===== src/rtl/backtest_sequencer_pkg.sv =====
// ---------------------------------------------------------------------------
// backtest_pkg
// Shared types for the daily backtest sequencer: FSM state encoding, the
// error code reported on abort, and default sizing for the price vector.
// ---------------------------------------------------------------------------
package backtest_pkg;

    localparam int DEFAULT_N_STOCKS = 3;
    localparam int DEFAULT_WIDTH    = 16;

    // One day of prices, stock 0 in the least significant word.
    typedef logic [DEFAULT_N_STOCKS*DEFAULT_WIDTH-1:0] price_vec_t;

    typedef enum logic [3:0] {
        IDLE     = 4'd0,
        LOAD     = 4'd1,
        DIV      = 4'd2,
        DIV_WAIT = 4'd3,
        COV      = 4'd4,
        PF_WAIT  = 4'd5,
        UPDATE   = 4'd6,
        DONE     = 4'd7,
        ERROR    = 4'd8
    } seq_state_e;

    typedef enum logic [1:0] {
        ERR_NONE   = 2'd0,
        ERR_OVF    = 2'd1,
        ERR_DIV_TO = 2'd2,
        ERR_PF_TO  = 2'd3
    } seq_err_e;

endpackage


===== src/rtl/backtest_sequencer_if.sv =====
// ---------------------------------------------------------------------------
// backtest_sequencer_if
// Handshake bundle between the sequencer and the divider / covariance /
// portfolio chain.
//   div_start     sequencer -> dividers   one-cycle start pulse
//   div_complete  dividers  -> sequencer  per-divider completion
//   div_overflow  dividers  -> sequencer  per-divider overflow
//   cov_sample    sequencer -> covariance one-cycle sample pulse
//   pf_done       portfolio -> sequencer  portfolio chain finished
// master = sequencer side, slave = processing chain side.
// ---------------------------------------------------------------------------
interface backtest_sequencer_if #(
    parameter int N_STOCKS = backtest_pkg::DEFAULT_N_STOCKS
);
    logic                div_start;
    logic [N_STOCKS-1:0] div_complete;
    logic [N_STOCKS-1:0] div_overflow;
    logic                cov_sample;
    logic                pf_done;

    modport master (
        output div_start,
        output cov_sample,
        input  div_complete,
        input  div_overflow,
        input  pf_done
    );

    modport slave (
        input  div_start,
        input  cov_sample,
        output div_complete,
        output div_overflow,
        output pf_done
    );
endinterface


===== src/rtl/backtest_sequencer_cycle_watchdog.sv =====
// ---------------------------------------------------------------------------
// cycle_watchdog
// Saturating wait-cycle counter used by the sequencer's wait states.
//   clk      system clock
//   rst      synchronous active-high reset
//   clear    zero the counter (takes priority over enable)
//   enable   count one cycle
//   expired  high while the count is >= TIMEOUT
// ---------------------------------------------------------------------------
module cycle_watchdog #(
    parameter int TIMEOUT = 4095,
    parameter int TO_W    = 12
) (
    input  logic clk,
    input  logic rst,
    input  logic clear,
    input  logic enable,
    output logic expired
);

    logic [TO_W-1:0] count;

    assign expired = (count >= TO_W'(TIMEOUT));

    // Stop counting once expired so the count can never wrap back below
    // the threshold.
    always_ff @(posedge clk) begin
        if (rst) begin
            count <= '0;
        end else if (clear) begin
            count <= '0;
        end else if (enable && !expired) begin
            count <= count + 1'b1;
        end
    end

endmodule


===== src/rtl/backtest_sequencer.sv =====
// ---------------------------------------------------------------------------
// backtest_sequencer
// Steps through the price ROM one day at a time and, for each day, runs
// price latch -> dividers -> covariance sample -> portfolio chain, then
// strobes the capital update.
//   clk, rst      clock, synchronous active-high reset
//   run           start request, sampled only in IDLE
//   day_addr      price ROM index
//   price_in      ROM data for day_addr (combinational)
//   old_prices    previous-day prices
//   new_prices    current-day prices
//   bus           handshake bundle (div_start/complete/overflow,
//                 cov_sample, pf_done)
//   update_en     one-cycle capital-update strobe
//   busy          high outside IDLE/DONE/ERROR
//   done, error   terminal status, held until reset
//   err_code      0 none, 1 overflow, 2 divider timeout, 3 portfolio timeout
//   days_done     number of update_en pulses issued
// ---------------------------------------------------------------------------
module backtest_sequencer
    import backtest_pkg::*;
#(
    parameter int N_STOCKS = DEFAULT_N_STOCKS,
    parameter int N_DAYS   = 76,
    parameter int WIDTH    = DEFAULT_WIDTH,
    parameter int DAY_W    = 8,
    parameter int TIMEOUT  = 4095,
    parameter int TO_W     = 12
) (
    input  logic                      clk,
    input  logic                      rst,
    input  logic                      run,
    output logic [DAY_W-1:0]          day_addr,
    input  logic [N_STOCKS*WIDTH-1:0] price_in,
    output logic [N_STOCKS*WIDTH-1:0] old_prices,
    output logic [N_STOCKS*WIDTH-1:0] new_prices,
    backtest_sequencer_if.master      bus,
    output logic                      update_en,
    output logic                      busy,
    output logic                      done,
    output logic                      error,
    output logic [1:0]                err_code,
    output logic [DAY_W-1:0]          days_done
);

    seq_state_e          state;
    seq_state_e          state_next;
    seq_err_e            err_q;
    seq_err_e            err_next;
    logic [N_STOCKS-1:0] mask;
    logic [N_STOCKS-1:0] mask_seen;
    logic                last_day;
    logic                wd_clear;
    logic                wd_enable;
    logic                wd_expired;

    // Completions are sticky so single-cycle pulses from fast dividers are
    // not lost; this cycle's bits count toward the all-done decision.
    assign mask_seen = mask | bus.div_complete;
    assign last_day  = (day_addr == DAY_W'(N_DAYS - 1));
    assign err_code  = err_q;

    // The watchdog restarts on every state change and only runs while
    // waiting on an external responder.
    assign wd_clear  = (state_next != state);
    assign wd_enable = (state == DIV_WAIT) || (state == PF_WAIT);

    cycle_watchdog #(
        .TIMEOUT (TIMEOUT),
        .TO_W    (TO_W)
    ) u_watchdog (
        .clk     (clk),
        .rst     (rst),
        .clear   (wd_clear),
        .enable  (wd_enable),
        .expired (wd_expired)
    );

    always_ff @(posedge clk) begin
        if (rst) begin
            state <= IDLE;
        end else begin
            state <= state_next;
        end
    end

    // Overflow is checked before completion so a divider reporting both in
    // the same cycle aborts the run. A timeout only matters if the wait
    // has not been satisfied in that same cycle.
    always_comb begin
        state_next = state;
        err_next   = err_q;
        unique case (state)
            IDLE:     if (run) state_next = LOAD;
            LOAD:     state_next = DIV;
            DIV:      state_next = DIV_WAIT;
            DIV_WAIT: begin
                if (|bus.div_overflow) begin
                    state_next = ERROR;
                    err_next   = ERR_OVF;
                end else if (&mask_seen) begin
                    state_next = COV;
                end else if (wd_expired) begin
                    state_next = ERROR;
                    err_next   = ERR_DIV_TO;
                end
            end
            COV:      state_next = PF_WAIT;
            PF_WAIT: begin
                if (bus.pf_done) begin
                    state_next = UPDATE;
                end else if (wd_expired) begin
                    state_next = ERROR;
                    err_next   = ERR_PF_TO;
                end
            end
            UPDATE:   state_next = last_day ? DONE : LOAD;
            DONE:     state_next = DONE;
            ERROR:    state_next = ERROR;
            default:  state_next = IDLE;
        endcase
    end

    always_comb begin
        bus.div_start  = 1'b0;
        bus.cov_sample = 1'b0;
        update_en      = 1'b0;
        busy           = 1'b0;
        done           = 1'b0;
        error          = 1'b0;
        unique case (state)
            IDLE:    ;
            DONE:    done  = 1'b1;
            ERROR:   error = 1'b1;
            default: begin
                busy           = 1'b1;
                bus.div_start  = (state == DIV);
                bus.cov_sample = (state == COV);
                update_en      = (state == UPDATE);
            end
        endcase
    end

    // Day 0 is latched while leaving IDLE so the first LOAD can shift it
    // into old_prices while day 1 arrives from the ROM.
    always_ff @(posedge clk) begin
        if (rst) begin
            day_addr   <= '0;
            old_prices <= '0;
            new_prices <= '0;
            mask       <= '0;
            err_q      <= ERR_NONE;
            days_done  <= '0;
        end else begin
            err_q <= err_next;
            unique case (state)
                IDLE: begin
                    if (run) begin
                        new_prices <= price_in;
                        day_addr   <= DAY_W'(1);
                    end
                end
                LOAD: begin
                    old_prices <= new_prices;
                    new_prices <= price_in;
                    mask       <= '0;
                end
                DIV_WAIT: mask <= mask_seen;
                UPDATE: begin
                    days_done <= days_done + 1'b1;
                    if (!last_day) begin
                        day_addr <= day_addr + 1'b1;
                    end
                end
                default: ;
            endcase
        end
    end

endmodule


===== src/flat_wrapper.sv =====
// flat-port wrapper written by rule: the top's interface ports become plain ports
module backtest_sequencer_flat import backtest_pkg::*;
#(
    parameter int N_STOCKS = DEFAULT_N_STOCKS,
    parameter int N_DAYS   = 76,
    parameter int WIDTH    = DEFAULT_WIDTH,
    parameter int DAY_W    = 8,
    parameter int TIMEOUT  = 4095,
    parameter int TO_W     = 12
)
  (clk, rst, run, day_addr, price_in, old_prices, new_prices, update_en, busy, done, error, err_code, days_done, bus_div_start, bus_cov_sample, bus_div_complete, bus_div_overflow, bus_pf_done);
  backtest_sequencer_if #(.N_STOCKS(N_STOCKS)) bus_i ();
  input  logic clk;
  input  logic rst;
  input  logic run;
  output logic [DAY_W-1:0] day_addr;
  input  logic [N_STOCKS*WIDTH-1:0] price_in;
  output logic [N_STOCKS*WIDTH-1:0] old_prices;
  output logic [N_STOCKS*WIDTH-1:0] new_prices;
  output logic update_en;
  output logic busy;
  output logic done;
  output logic error;
  output logic [1:0] err_code;
  output logic [DAY_W-1:0] days_done;
  output wire logic [$bits(bus_i.div_start)-1:0] bus_div_start;
  output wire logic [$bits(bus_i.cov_sample)-1:0] bus_cov_sample;
  input wire logic [$bits(bus_i.div_complete)-1:0] bus_div_complete;
  input wire logic [$bits(bus_i.div_overflow)-1:0] bus_div_overflow;
  input wire logic [$bits(bus_i.pf_done)-1:0] bus_pf_done;
  assign bus_div_start = bus_i.div_start;
  assign bus_cov_sample = bus_i.cov_sample;
  assign bus_i.div_complete = bus_div_complete;
  assign bus_i.div_overflow = bus_div_overflow;
  assign bus_i.pf_done = bus_pf_done;
  backtest_sequencer #(.N_STOCKS(N_STOCKS), .N_DAYS(N_DAYS), .WIDTH(WIDTH), .DAY_W(DAY_W), .TIMEOUT(TIMEOUT), .TO_W(TO_W)) u_core (.clk(clk), .rst(rst), .run(run), .day_addr(day_addr), .price_in(price_in), .old_prices(old_prices), .new_prices(new_prices), .bus(bus_i), .update_en(update_en), .busy(busy), .done(done), .error(error), .err_code(err_code), .days_done(days_done));
endmodule

===== config.mk =====
export PLATFORM = sky130hd
export DESIGN_NAME = backtest_sequencer_flat
export DESIGN_NICKNAME = d
export VERILOG_FILES = /design/src/rtl/backtest_sequencer_pkg.sv /design/src/rtl/backtest_sequencer_if.sv /design/src/rtl/backtest_sequencer_cycle_watchdog.sv /design/src/rtl/backtest_sequencer.sv /design/src/flat_wrapper.sv
export SDC_FILE = /design/constraint.sdc
export NUM_CORES = 1
export LEC_CHECK = 0
export BUFFER_PORTS_ARGS = -buffer_cell sky130_fd_sc_hd__buf_4
export CAP_MARGIN = 20
export CELL_PAD_IN_SITES_DETAIL_PLACEMENT = 0
export CELL_PAD_IN_SITES_GLOBAL_PLACEMENT = 1
export CORE_MARGIN = 5
export CORE_UTILIZATION = 36
export DETAILED_ROUTE_END_ITERATION = 10
export PLACE_DENSITY = 0.77
export SLEW_MARGIN = 20
export SYNTH_ARGS = -nofsm -noshare
export SYNTH_HDL_FRONTEND = slang
export SYNTH_HIERARCHICAL = 1
export SYNTH_SLANG_ARGS = --single-unit

===== constraint.sdc =====
create_clock -name clk -period 3.3 [get_ports clk]
set_clock_uncertainty 0.2 [all_clocks]
set_input_delay 0.66 -clock clk [delete_from_list [all_inputs] [get_ports clk]]
set_output_delay 0.66 -clock clk [all_outputs]
set_load 0.01 [all_outputs]

Yosys cells after proc, flatten, opt, wreduce, memory -nomap -nowiden --
Index checks and enable logic that the tools add are counted.
Operators by class: bitwise operators 1, reductions and logical operators 15, order comparisons 1, mux-type cells 25, add/subtract/negate cells 3, equality and inequality tests 16
Operators by type and width (count):
- $pmux 48 s2 | 1
- $mux 48 | 1
- $pmux 4 s9 | 1
- $mux 4 | 5
- $add 8x1->8 const B | 2
- $eq 4x3->1 const B | 4
- $mux 8 | 2
- $pmux 8 s2 | 1
- $add 12x1->12 const B | 1
- $ge 12x12->1 const B | 1
- $mux 2 | 5
- $eq 4x2->1 const B | 2
- $eq 8x7->1 const B | 1
- $ne 2x2->1 const B | 4
- $reduce_bool 2->1 | 4
- $mux 1 | 6
- $ne 3x3->1 const B | 2
- $pmux 3 s2 | 1
- $reduce_and 3->1 | 2
- $reduce_or 3->1 | 2
- $reduce_and 5->1 | 1
- $eq 4x1->1 const B | 1
- $eq 4x4->1 const B | 1
- $logic_not 4->1 | 1
- other kinds (9) | 9
Word-level totals: output and inout bits 120, register bits 133, word-level logic and storage cells 69

Logic depth before layout (Yosys ltp) --
Gate-level depths: netlist (run 1).
word-level depth 7, mapped depth 12, mapped depth without buffers 11

By module --
Netlist (run 1), hierarchy kept.
Modules (own cells, without submodules):
- backtest_sequencer | times used 1, sequential area each 2422.3 um^2, cells an instance 583, area an instance 4674.5 um^2
- cycle_watchdog | times used 1, sequential area each 240.2 um^2, cells an instance 72, area an instance 650.6 um^2

Worst setup path before layout (run 1) --
Ideal clock, no wire load.
kind reg2reg, from register u_core.u_watchdog.count[0], to register u_core.u_watchdog.count[7], required time 2.984 ns, path buffers 1, slack 0.494 ns, cell stages (with the launch flop) 13, data arrival time 2.490 ns, cell sequence dfxtp_1 -> ha_1 -> nand3_2 -> nor4_4 -> nor2_1 -> o32ai_1 -> o21ba_2 -> nand3_1 -> a311o_1 -> or2_2 -> buf_1 -> nor2_1 -> a31o_1
Between the ends: word-level cells in the longest chain between the ends 7, elaborated cells on any way between the ends 11, those cells by class 1 x add/sub; 1 x order compare; 1 x eq/ne; 5 x mux; 3 x reduce/logical
RTL lines:
- start, declared | RTL line backtest_sequencer_cycle_watchdog.sv:21 | logic [TO_W-1:0] count;
- start signal, assigned | RTL line backtest_sequencer_cycle_watchdog.sv:33 | count <= count + 1'b1;
- $ge 12x12->1 (*) | RTL line backtest_sequencer_cycle_watchdog.sv:23 | assign expired = (count >= TO_W'(TIMEOUT));
- named net u_core.wd_expired | RTL line backtest_sequencer.sv:55 | logic wd_expired;
- $mux 4 (*) | RTL line backtest_sequencer.sv:103, backtest_sequencer.sv:112
- $mux 4 | RTL line backtest_sequencer.sv:101 | end else if (&mask_seen) begin
- $mux 4 | RTL line backtest_sequencer.sv:98 | if (|bus.div_overflow) begin
- $pmux 4 s9 (*) | RTL line backtest_sequencer.sv:93 | unique case (state)
- $ne 4x4->1 (*) | RTL line backtest_sequencer.sv:65 | assign wd_clear = (state_next != state);
- named net u_core.wd_clear | RTL line backtest_sequencer.sv:53 | logic wd_clear;
- $reduce_or 2->1 (no line) (*)
Mark *: on every way through the listed nets, which the timed path passes. The rest lies on a longest branch. A chain may end at the register's enable or synchronous reset.

Worst setup path in the final report (run 1) --
from register u_core.state[0], to register u_core.u_watchdog.count[7]
Between the ends: word-level cells in the longest chain between the ends 6, elaborated cells on any way between the ends 19, those cells by class 9 x eq/ne; 6 x mux; 4 x reduce/logical
RTL lines:
- start, declared | RTL line backtest_sequencer.sv:46 | seq_state_e state;
- start signal, assigned | RTL line backtest_sequencer.sv:83 | state <= state_next;
- $mux 4 | RTL line backtest_sequencer.sv:103, backtest_sequencer.sv:112
- $mux 4 | RTL line backtest_sequencer.sv:101
- $mux 4 | RTL line backtest_sequencer.sv:98
- $pmux 4 s9 | RTL line backtest_sequencer.sv:93
- $ne 4x4->1 (*) | RTL line backtest_sequencer.sv:65
- named net u_core.wd_clear | RTL line backtest_sequencer.sv:53
- $reduce_or 2->1 (no line) (*)
Marks and branches as above.

==> results of run 1 <==
[worst max path at each step]
| stage | cells after the start | endpoint | slack (ns) |
|---|---|---|---|
| 4_1_cts | 8 | u_core/u_watchdog/count[7]$_SDFFE_PP0P_ | 0.45 |
| 6_report | 8 | u_core/u_watchdog/count[7]$_SDFFE_PP0P_ | 0.44 |
| 2_1_floorplan | 12 | u_core/u_watchdog/count[7]$_SDFFE_PP0P_ | 0.49 |
| 5_1_grt | 8 | u_core/u_watchdog/count[9]$_SDFFE_PP0P_ | 0.19 |
| 3_5_place_dp | 9 | u_core/u_watchdog/count[7]$_SDFFE_PP0P_ | 0.42 |
| 3_3_place_gp | 9 | u_core/u_watchdog/count[7]$_SDFFE_PP0P_ | 0.47 |
[metal layers]
layer  GRT usage  vias to the layer above  part of all wire
met4      0.0486                        0            0.0080
li1            -                     2535                 -
met5           0                        -                 0
met1       0.220                     2358              0.44
met2       0.284                      159              0.48
met3      0.0631                        8             0.067
[layout by cell type, fill, tap and decap left out, types with 5 or more instances in the layout]
master     Yosys  final
o21ai_0        7      7
nand4_1        5      5
nor3_1        17     17
dfxtp_1      133    133
nand3_1       10     10
buf_4          6    185
xnor2_1        8      8
inv_1          5      5
nand2b_1       5      5
xor2_1         7      7
a31oi_1        7      7
nor2_1        38     37
clkbuf_16      0     17
nand2_1      205    204
a21oi_1      105    105
[layout make-up]
class / instances / area, sq um
clock buffer: 23 / 488
clock inverter: 9 / 148
fill: 1418 / 7130
inverter: 5 / 18.8
multi-input combinational: 475 / 2450
sequential: 133 / 2660
tap: 184 / 230
timing repair buffer: 186 / 1410
[through the flow]
| step | hold slack, ns | worst slack (ns) | total power, mW |
|---|---|---|---|
| floorplan | 0.267 | 0.494 | 2.14 |
| global placement | 0.244 | 0.470 | 2.43 |
| detailed placement | 0.247 | 0.425 | 2.44 |
| CTS | 0.254 | 0.449 | 4.47 |
| global route | 0.271 | 0.195 | 4.62 |
| finish | 0.254 | 0.435 | 4.40 |
[worst register-to-register path, stage by stage (launching register included)]
cell	delay (ns)
dfxtp_1	0.72
nor2_1	0.24
a2111o_1	0.45
o211ai_1	0.12
mux2i_1	0.10
a311o_1	0.30
or2_2	0.40
nor2_1	0.12
a31o_1	0.14
[where the power goes]
| group | internal (mW) | leakage, nW | total (mW) | switching (mW) |
|---|---|---|---|---|
| clock | 1.34 | 0.313 | 2.00 | 0.663 |
| sequential | 1.70 | 1.08 | 1.78 | 0.0817 |
| combinational | 0.259 | 1.67 | 0.613 | 0.354 |
| total | 3.30 | 3.07 | 4.40 | 1.10 |
[Yosys cell counts, types with 3 or more instances]
cell	count	area share
nand2_1	205	0.14
dfxtp_1	133	0.50
a21oi_1	105	0.099
nor2_1	38	0.027
clkbuf_1	19	0.013
nor3_1	17	0.016
buf_2	11	0.010
nand3_1	10	0.0094
xnor2_1	8	0.013
a31oi_1	7	0.0082
o21ai_0	7	0.0066
xor2_1	7	0.012
buf_4	6	0.0085
inv_1	5	0.0035
nand2b_1	5	0.0059
nand4_1	5	0.0059
a211oi_1	4	0.0056
and3_1	4	0.0047
nor4_1	4	0.0047
buf_1	3	0.0021
buf_6	3	0.0063
ha_1	3	0.0070
nor2b_1	3	0.0035
o211ai_1	3	0.0042
[flip-flops by register name (all words and copies together), names as in the netlist]
name                     cells
u_core/old_prices           48
u_core/u_watchdog/count     12
u_core/days_done             8
u_core/state                 4
u_core/err_code              2
u_core/mask                  3
u_core/new_prices           48
u_core/day_addr              8
[kinds of logic after synthesis]
logic type / after synthesis / share of synthesized area
buffers and inverters: 47 / 0.0442
and+or+nand+nor: 314 / 0.267
DFF: 133 / 0.500
muxes: 2 / 0.00376
xor gates and xnor gates: 15 / 0.0247
adders and majority gates: 3 / 0.00705
AOI/OAI and AO/OA: 141 / 0.153
==> metrics.yaml, run 1 <==
routing:
  firstDrtPassIters: 4
  via_count: 5060
  wl_per_cell_um: 15.2
  antenna_left: 0
  viasPerCell: 4.99
  routed_wl_um: 15500
  drc_errors: 0
  drtIter0Drc: 357
placed_design:
  dp.cells: 983
  numPortBuffers: 177
  place_area_sq_mm: 0.00677
  gp_congestion: 0.826
  dp_hpwl_um: 10800
sta:
  slew_violations: 0
  slew_headroom: 0.579
  fin_crit_sh: 0.868
  rsz0062_at_grt: "false"
  finalSetupViolCount: 0
  hold_violations: 0
  layout_min_cycle_time_ns: 2.86
  tightest_slew_ns: 0.631
  max_freq_mhz: 349
  timing.setup.tns_ns: 0
worst_setup_path:
  cp.required_ns: 3.45
  startpoint: "u_core/state[0]$_SDFF_PP0_"
  path_max_fanout: 21
  end_kind: "flip-flop"
  path_common_cell: "nor2_1"
  path_class: "flip-flop to flip-flop"
  regToRegStartpoint: "u_core/state[0]$_SDFF_PP0_"
  r2r_cells: 8
  max_stage_delay_ns: 0.72
  cp-start-kind: "flip-flop"
  critPathBufInv: 0
  reg2reg_slack_ns: 0.44
  crit_family: "compound AO/OA/AOI/OAI gates"
  crit_chain: "nor2_1 > a2111o_1 > o211ai_1 > mux2i_1 > a311o_1 > or2_2 > nor2_1 > a31o_1"
  r2r_end: "u_core/u_watchdog/count[7]$_SDFFE_PP0P_"
  cp_slowest_cell: "dfxtp_1"
  critical_path_arrival_ns: 3.02
cells_and_area:
  final_core_util: 0.509
  n_antenna_cell: 0
  nets: 879
  final_layout_size_suffix_gt1_frac: 0.278
  area_growth_pct: 39.0
  finish.instance_area_sq_mm: 0.00740
  layout.cells.non_filler: 1015
flow_run:
  max-cap-violations: 0
cts:
  cts_buffers: 17
  clock-sinks: 133
  cts_tree: "done"
  clock_latency_ns: 0.41
  cts_max_level: 4
  clockRootBuffer: "clkbuf_16"
  cts.repair.resized: 0
  clk_pin_slew_ns: 0.06
  cts.hold.buffers_added: 0
  cts_setup_buffers: 0
  clk_path_buf_depth: 2
synthesis:
  postSynthCellCount: 655
  seq_area_frac_synth: 0.500
  synth_seq_cells: 133
  ys_warn_count: 6
  synth_flop_cell: "dfxtp_1"
  async_flop_share: 0
  synth_cell_types: 59
  synth_nets: 716
  syn_avg_cell_area_sq_um: 8.13
  netlist_area_sq_mm: 0.00533
  synth_edf_count: 0
power:
  cellLeakagePower_nw: 3.07
  ir_worst_vdd_mv: 0.366
  power_density_mw_per_mm2: 594
floorplanning:
  core_area_sq_mm: 0.0145
  initial_core_util: 0.366
  pin_count: 178
  die_height_um: 132
  rows: 44
  die_w_um: 132
  die_area_sq_mm: 0.0173
grt:
  grt_pass1_wl_um: 25200
  grt_max_degree: 52
  first_global_vias: 4853
  antenna_found_initial: 0
  gr-total-overflow: 0
  grt.total_usage: 0.175
run_status:
  status: "completed"
worst_hold_path:
  min_to: "u_core/old_prices[21]$_SDFFE_PP0P_"
  hold_depth: 2
  holdCritStartpoint: "u_core/old_prices[21]$_SDFFE_PP0P_"
  hold_path_class: "flip-flop to flip-flop"
No activity file was read; power rests on OpenSTA's default activity.
==> inputs of run 2 (changes only) <==
--- a/config.mk
+++ b/config.mk
@@ -5,13 +5,15 @@
 export SDC_FILE = /design/constraint.sdc
 export NUM_CORES = 1
 export LEC_CHECK = 0
+export ABC_AREA = 1
 export BUFFER_PORTS_ARGS = -buffer_cell sky130_fd_sc_hd__buf_4
 export CAP_MARGIN = 20
 export CELL_PAD_IN_SITES_DETAIL_PLACEMENT = 0
 export CELL_PAD_IN_SITES_GLOBAL_PLACEMENT = 1
 export CORE_MARGIN = 5
-export CORE_UTILIZATION = 36
+export CORE_UTILIZATION = 35
 export DETAILED_ROUTE_END_ITERATION = 10
+export HOLD_SLACK_MARGIN = 0.1
 export PLACE_DENSITY = 0.77
 export SLEW_MARGIN = 20
 export SYNTH_ARGS = -nofsm -noshare
==> metrics.yaml, run 2 <==
worst_setup_path:
  cp-start-kind: "flip-flop"
  path_max_fanout: 7
  path_class: "flip-flop to flip-flop"
  cp.required_ns: 3.44
  end_kind: "flip-flop"
  r2r_cells: 15
  critical_path_arrival_ns: 2.97
grt:
  top_usage_layer: "met2"
  grt_pass1_wl_um: 24900
  grtUsageMet1: 0.199
  antenna_found_initial: 0
  grt_use_met2: 0.279
  use_met3: 0.0794
  grt.total_usage: 0.172
  gr-total-overflow: 0
  first_global_vias: 5036
  grt_max_degree: 56
synthesis:
  postSynthCellCount: 751
  netlist_area_sq_mm: 0.00544
  synth_top_cells_by_count: "nor2_1 (251), dfxtp_1 (133), o21ai_0 (97)"
  yosys.area.top_type: "dfxtp_1"
  synth_seq_cells: 133
  yosysMostFrequentCell: "nor2_1"
  yosys.area.top_type_share: 0.489
  synth_edf_count: 0
  synth_cell_types: 32
  syn_avg_cell_area_sq_um: 7.25
  async_flop_share: 0
  ys_warn_count: 6
  synth_flop_cell: "dfxtp_1"
  synthTopCellsByArea: "dfxtp_1 (49%), nor2_1 (17%), o21ai_0 (8.9%)"
  seq_area_frac_synth: 0.489
  synth_nets: 812
cells_and_area:
  seqCellArea_sq_mm: 0.00266
  final_layout_size_suffix_gt1_frac: 0.263
  nets: 980
  fill_cells: 1580
  layout_commonest_cell: "nor2_1"
  multi_input_area_sq_mm: 0.00239
  final_cell_mix: "nor2_1 (251), buf_4 (181), dfxtp_1 (133)"
  area_growth_pct: 37.7
  n_antenna_cell: 0
  reg.largest.list: "u_core/new_prices: 48 flops, u_core/old_prices: 48 flops, u_core/u_watchdog/count: 12 flops"
cts:
  clk_path_buf_depth: 2
  cts_buffers: 17
  clockRootBuffer: "clkbuf_16"
  clock_latency_ns: 0.41
  clk_pin_slew_ns: 0.06
  clock-sinks: 133
  cts_setup_buffers: 0
  cts.repair.resized: 0
  cts.hold.buffers_added: 0
  cts_max_level: 4
  cts_tree: "done"
floorplanning:
  pin_count: 178
  core_area_sq_mm: 0.0152
  initial_core_util: 0.358
  die_w_um: 135
  die_height_um: 135
  rows: 45
  die_area_sq_mm: 0.0181
power:
  ir_worst_vdd_mv: 0.363
  cellLeakagePower_nw: 3.45
  power_density_mw_per_mm2: 658
routing:
  via_count: 5188
  antenna_left: 0
  drc_errors: 0
  firstDrtPassIters: 4
  drtIter0Drc: 222
  routed_wl_um: 15500
  viasPerCell: 4.63
  wl_per_cell_um: 13.9
sta:
  layout_min_cycle_time_ns: 2.83
  rsz0062_at_grt: "false"
  tightest_slew_ns: 0.918
  finalSetupViolCount: 0
  timing.setup.tns_ns: 0
  fin_crit_sh: 0.858
  hold_violations: 0
  slew_headroom: 0.387
  slew_violations: 0
  setup_ws_ns: 0.469
  max_freq_mhz: 353
worst_hold_path:
  hold_path_class: "flip-flop to flip-flop"
  hold_depth: 2
placed_design:
  numPortBuffers: 177
  dp_hpwl_um: 10700
  gp_congestion: 0.821
  pre_cts_slack_ns: 0.427
run_status:
  status: "completed"
flow_run:
  max-cap-violations: 0
-- run 2: changes by cell type in the layout (fill, tap and decap cells not counted), moves of 6 or more --
cell,delta
o21ai_1,+9
nand2_2,+6
o21ai_0,+90
nor2_1,+214
nand3_1,+13
nand2_1,-120
xnor2_1,-8
inv_2,+11
inv_1,+38
nor3_1,-13
a21oi_1,-88
-- run 2: critical path: stages, from the launching register on --
cell     delay [ns]
dfxtp_1        0.37
ha_1           0.21
nand2_2        0.08
nor2_4         0.15
nand2_1        0.09
nor3_1         0.29
inv_1          0.15
nand3_1        0.15
nand3_1        0.09
nand2_1        0.07
nand2_1        0.05
nor2_1         0.08
nand2_1        0.05
nor2_1         0.35
inv_1          0.21
a21oi_1        0.17
-- run 2: per-stage QoR --
| step | total power, mW | std cells | cell area (sq um) | hold WS [ns] | util |
|---|---|---|---|---|---|
| floorplan | 2.50 | 751 | 5440 | 0.237 | - |
| global placement | 2.97 | 1088 | 6870 | 0.249 | 0.452 |
| detailed placement | 2.97 | 1088 | 6870 | 0.249 | 0.452 |
| CTS | 5.01 | 1120 | 7500 | 0.251 | 0.493 |
| global route | 5.19 | 1120 | 7500 | 0.263 | 0.493 |
| finish | 4.93 | 1120 | 7500 | 0.252 | 0.493 |
-- run 2: area by class of cell --
| class | instances | area share |
|---|---|---|
| Clock buffer | 19 | 0.0604 |
| Clock inverter | 13 | 0.0237 |
| Inverter | 54 | 0.0270 |
| Multi-Input combinational cell | 531 | 0.318 |
| Sequential cell | 133 | 0.355 |
| Tap cell | 188 | 0.0314 |
| Timing Repair Buffer | 182 | 0.184 |
-- run 2: cells by family (layout without fill, tap and decap cells) --
group	count (synthesis)	after routing	share of synthesized area
compound gates	130	130	0.122
xor+xnor	8	8	0.0129
buf+inv	87	268	0.0722
simple gates	390	390	0.297
fa+ha+maj	3	3	0.00690
flops	133	133	0.489
-- run 2: final timing paths --
kind / start / slack [ns] / to
worst min register to register: u_core/err_code[1]$_SDFFE_PP0P_ / 0.25 / u_core/err_code[1]$_SDFFE_PP0P_
worst min-delay path: u_core/err_code[1]$_SDFFE_PP0P_ / 0.25 / u_core/err_code[1]$_SDFFE_PP0P_
worst max register to register: u_core/u_watchdog/count[0]$_SDFFE_PP0P_ / 0.47 / u_core/u_watchdog/count[3]$_SDFFE_PP0P_
worst max-delay path: u_core/u_watchdog/count[0]$_SDFFE_PP0P_ / 0.47 / u_core/u_watchdog/count[3]$_SDFFE_PP0P_
-- run 2: power breakdown --
part	internal (mW)	switching [mW]
Clock	1.30	0.714
Sequential	1.80	0.125
Combinational	0.431	0.560
-- run 2: per-layer routing --
layer | vias up | routed length [um]
li1 | 2720 | -
met2 | 130 | 7160
met4 | 0 | 228
met1 | 2320 | 6690
met3 | 18 | 1450
met5 | - | 0
==> inputs of run 3 (changes only) <==
==> constraint.sdc (replaced) <==
create_clock -name clk -period 2.8 [get_ports clk]
set_clock_uncertainty 0.2 [all_clocks]
set_input_delay 0.56 -clock clk [delete_from_list [all_inputs] [get_ports clk]]
set_output_delay 0.56 -clock clk [all_outputs]
set_load 0.01 [all_outputs]
==> metrics.yaml, run 3 (synthesis results as in run 2) <==
placed_design:
  gp_congestion: 0.822
  numPortBuffers: 177
  dp_hpwl_um: 10700
  place_area_sq_mm: 0.00690
cells_and_area:
  nets: 986
  area_growth_pct: 39.6
  layout_commonest_cell: "nor2_1"
  fill_cells: 1545
  reg.largest.list: "u_core/new_prices: 48 flops, u_core/old_prices: 48 flops, u_core/u_watchdog/count: 12 flops"
  finish.instance_area_sq_mm: 0.00760
  final_cell_mix: "nor2_1 (251), buf_4 (186), dfxtp_1 (133)"
  final_layout_size_suffix_gt1_frac: 0.269
  final_core_util: 0.500
  n_antenna_cell: 0
worst_setup_path:
  crit_chain: "ha_1 > nand2_2 > nor2_4 > nand2_1 > nor3_4 > inv_1 > nand3_1 > nand3_1 > nand2_1 > nand2_1 > nor2_1 > nand2_1 > nor2_1 > buf_4 > inv_1 > a21oi_1"
  regToRegStartpoint: "u_core/u_watchdog/count[1]$_SDFFE_PP0P_"
  cp_slowest_cell: "dfxtp_1"
  path_common_cell: "nand2_1"
  max_stage_delay_ns: 0.37
  startpoint: "u_core/u_watchdog/count[1]$_SDFFE_PP0P_"
  critical_path_arrival_ns: 2.62
  path_class: "flip-flop to flip-flop"
  cp-start-kind: "flip-flop"
  cp.required_ns: 2.94
  path_max_fanout: 7
  end_kind: "flip-flop"
grt:
  first_global_vias: 4937
  gr-total-overflow: 0
  grt.total_usage: 0.171
  antenna_found_initial: 0
  grt_max_degree: 50
  grt_pass1_wl_um: 24800
routing:
  drtIter0Drc: 267
  antenna_left: 0
  drc_errors: 0
  firstDrtPassIters: 6
  via_count: 5188
  wl_per_cell_um: 13.7
  routed_wl_um: 15400
  viasPerCell: 4.61
cts:
  cts_buffers: 17
  clock-sinks: 133
  cts_max_level: 4
  clockRootBuffer: "clkbuf_16"
  cts_setup_buffers: 0
  clk_path_buf_depth: 2
  clock_latency_ns: 0.41
  cts_tree: "done"
  clk_pin_slew_ns: 0.06
power:
  cellLeakagePower_nw: 3.50
  comb_power_share: 0.204
  total_power_mw: 5.91
  pwr-share-seq: 0.383
  p_clk_frac: 0.413
  power_density_mw_per_mm2: 778
  power.switching_mw: 1.67
  power.share.switching: 0.282
  intPower_mw: 4.24
  ir_worst_vdd_mv: 0.443
floorplanning:
  core_area_sq_mm: 0.0152
  initial_core_util: 0.358
  die_height_um: 135
  rows: 45
  die_area_sq_mm: 0.0181
  die_w_um: 135
  pin_count: 178
sta:
  slew_headroom: 0.608
  timing.setup.tns_ns: 0
  tightest_slew_ns: 0.588
  layout_min_cycle_time_ns: 2.48
  max_freq_mhz: 403
  slew_violations: 0
  fin_crit_sh: 0.887
  rsz0062_at_grt: "false"
  worst_hold_slack_ns: 0.179
  hold_violations: 0
  finalSetupViolCount: 0
worst_hold_path:
  hold_path_class: "input port to flip-flop"
  holdCritStartpoint: "price_in[10]"
flow_run:
  max-cap-violations: 0
run_status:
  status: "completed"
-- run 3: routing by layer --
layer	vias to the layer above	track usage	wire [um]
met5	-	0	0
met4	0	0.0583	176
met3	14	0.0790	1490
met2	137	0.272	7120
met1	2306	0.204	6620
li1	2731	-	-
-- run 3: worst max-delay path: cells and delay by family, from the launching register on --
kind	cells	cell delay, ns
simple gates	11	1.13
compound gates	1	0.13
buf+inv	3	0.37
flops	1	0.37
fa+ha+maj	1	0.21
-- run 3: area by class of cell --
cell class                 instances  area (sq um)  area share
sequential                       133          2660       0.351
clock buffer                      17           425      0.0560
inverter                          54           203      0.0267
multi-input combinational        531          2400       0.316
clock inverter                    15           228      0.0300
tap                              188           235      0.0310
timing repair buffer             188          1440       0.190
-- run 3: timing repair --
action / 4_1_cts / 5_1_grt
resized for setup: 0 / 2
setup endpoints to repair: 0 / 12
hold buffers: 0 / 0
-- run 3: power groups by stage --
stage	sequential [mW]	combinational [mW]	clock, mW
floorplan	2.39	0.557	0
finish	2.26	1.20	2.44
CTS	2.27	1.20	2.51
global placement	2.30	1.21	0
global route	2.30	1.35	2.59
detailed placement	2.30	1.20	0
-- run 3: worst paths after layout --
| kind | endpoint | slack, ns | cells after the start |
|---|---|---|---|
| max | u_core/u_watchdog/count[3]$_SDFFE_PP0P_ | 0.32 | 16 |
| min | u_core/new_prices[10]$_SDFFE_PP0P_ | 0.18 | 3 |
| max reg2reg | u_core/u_watchdog/count[3]$_SDFFE_PP0P_ | 0.32 | 16 |
| min reg2reg | u_core/err_code[1]$_SDFFE_PP0P_ | 0.25 | 2 |
-- run 3: per-stage QoR --
step	worst slack [ns]	cells
after global routing	0.0240	1126
after CTS	0.0773	1125
after global placement	0.0386	1093
after floorplan	0.479	751
final	0.318	1126
after detailed placement	0.0972	1093
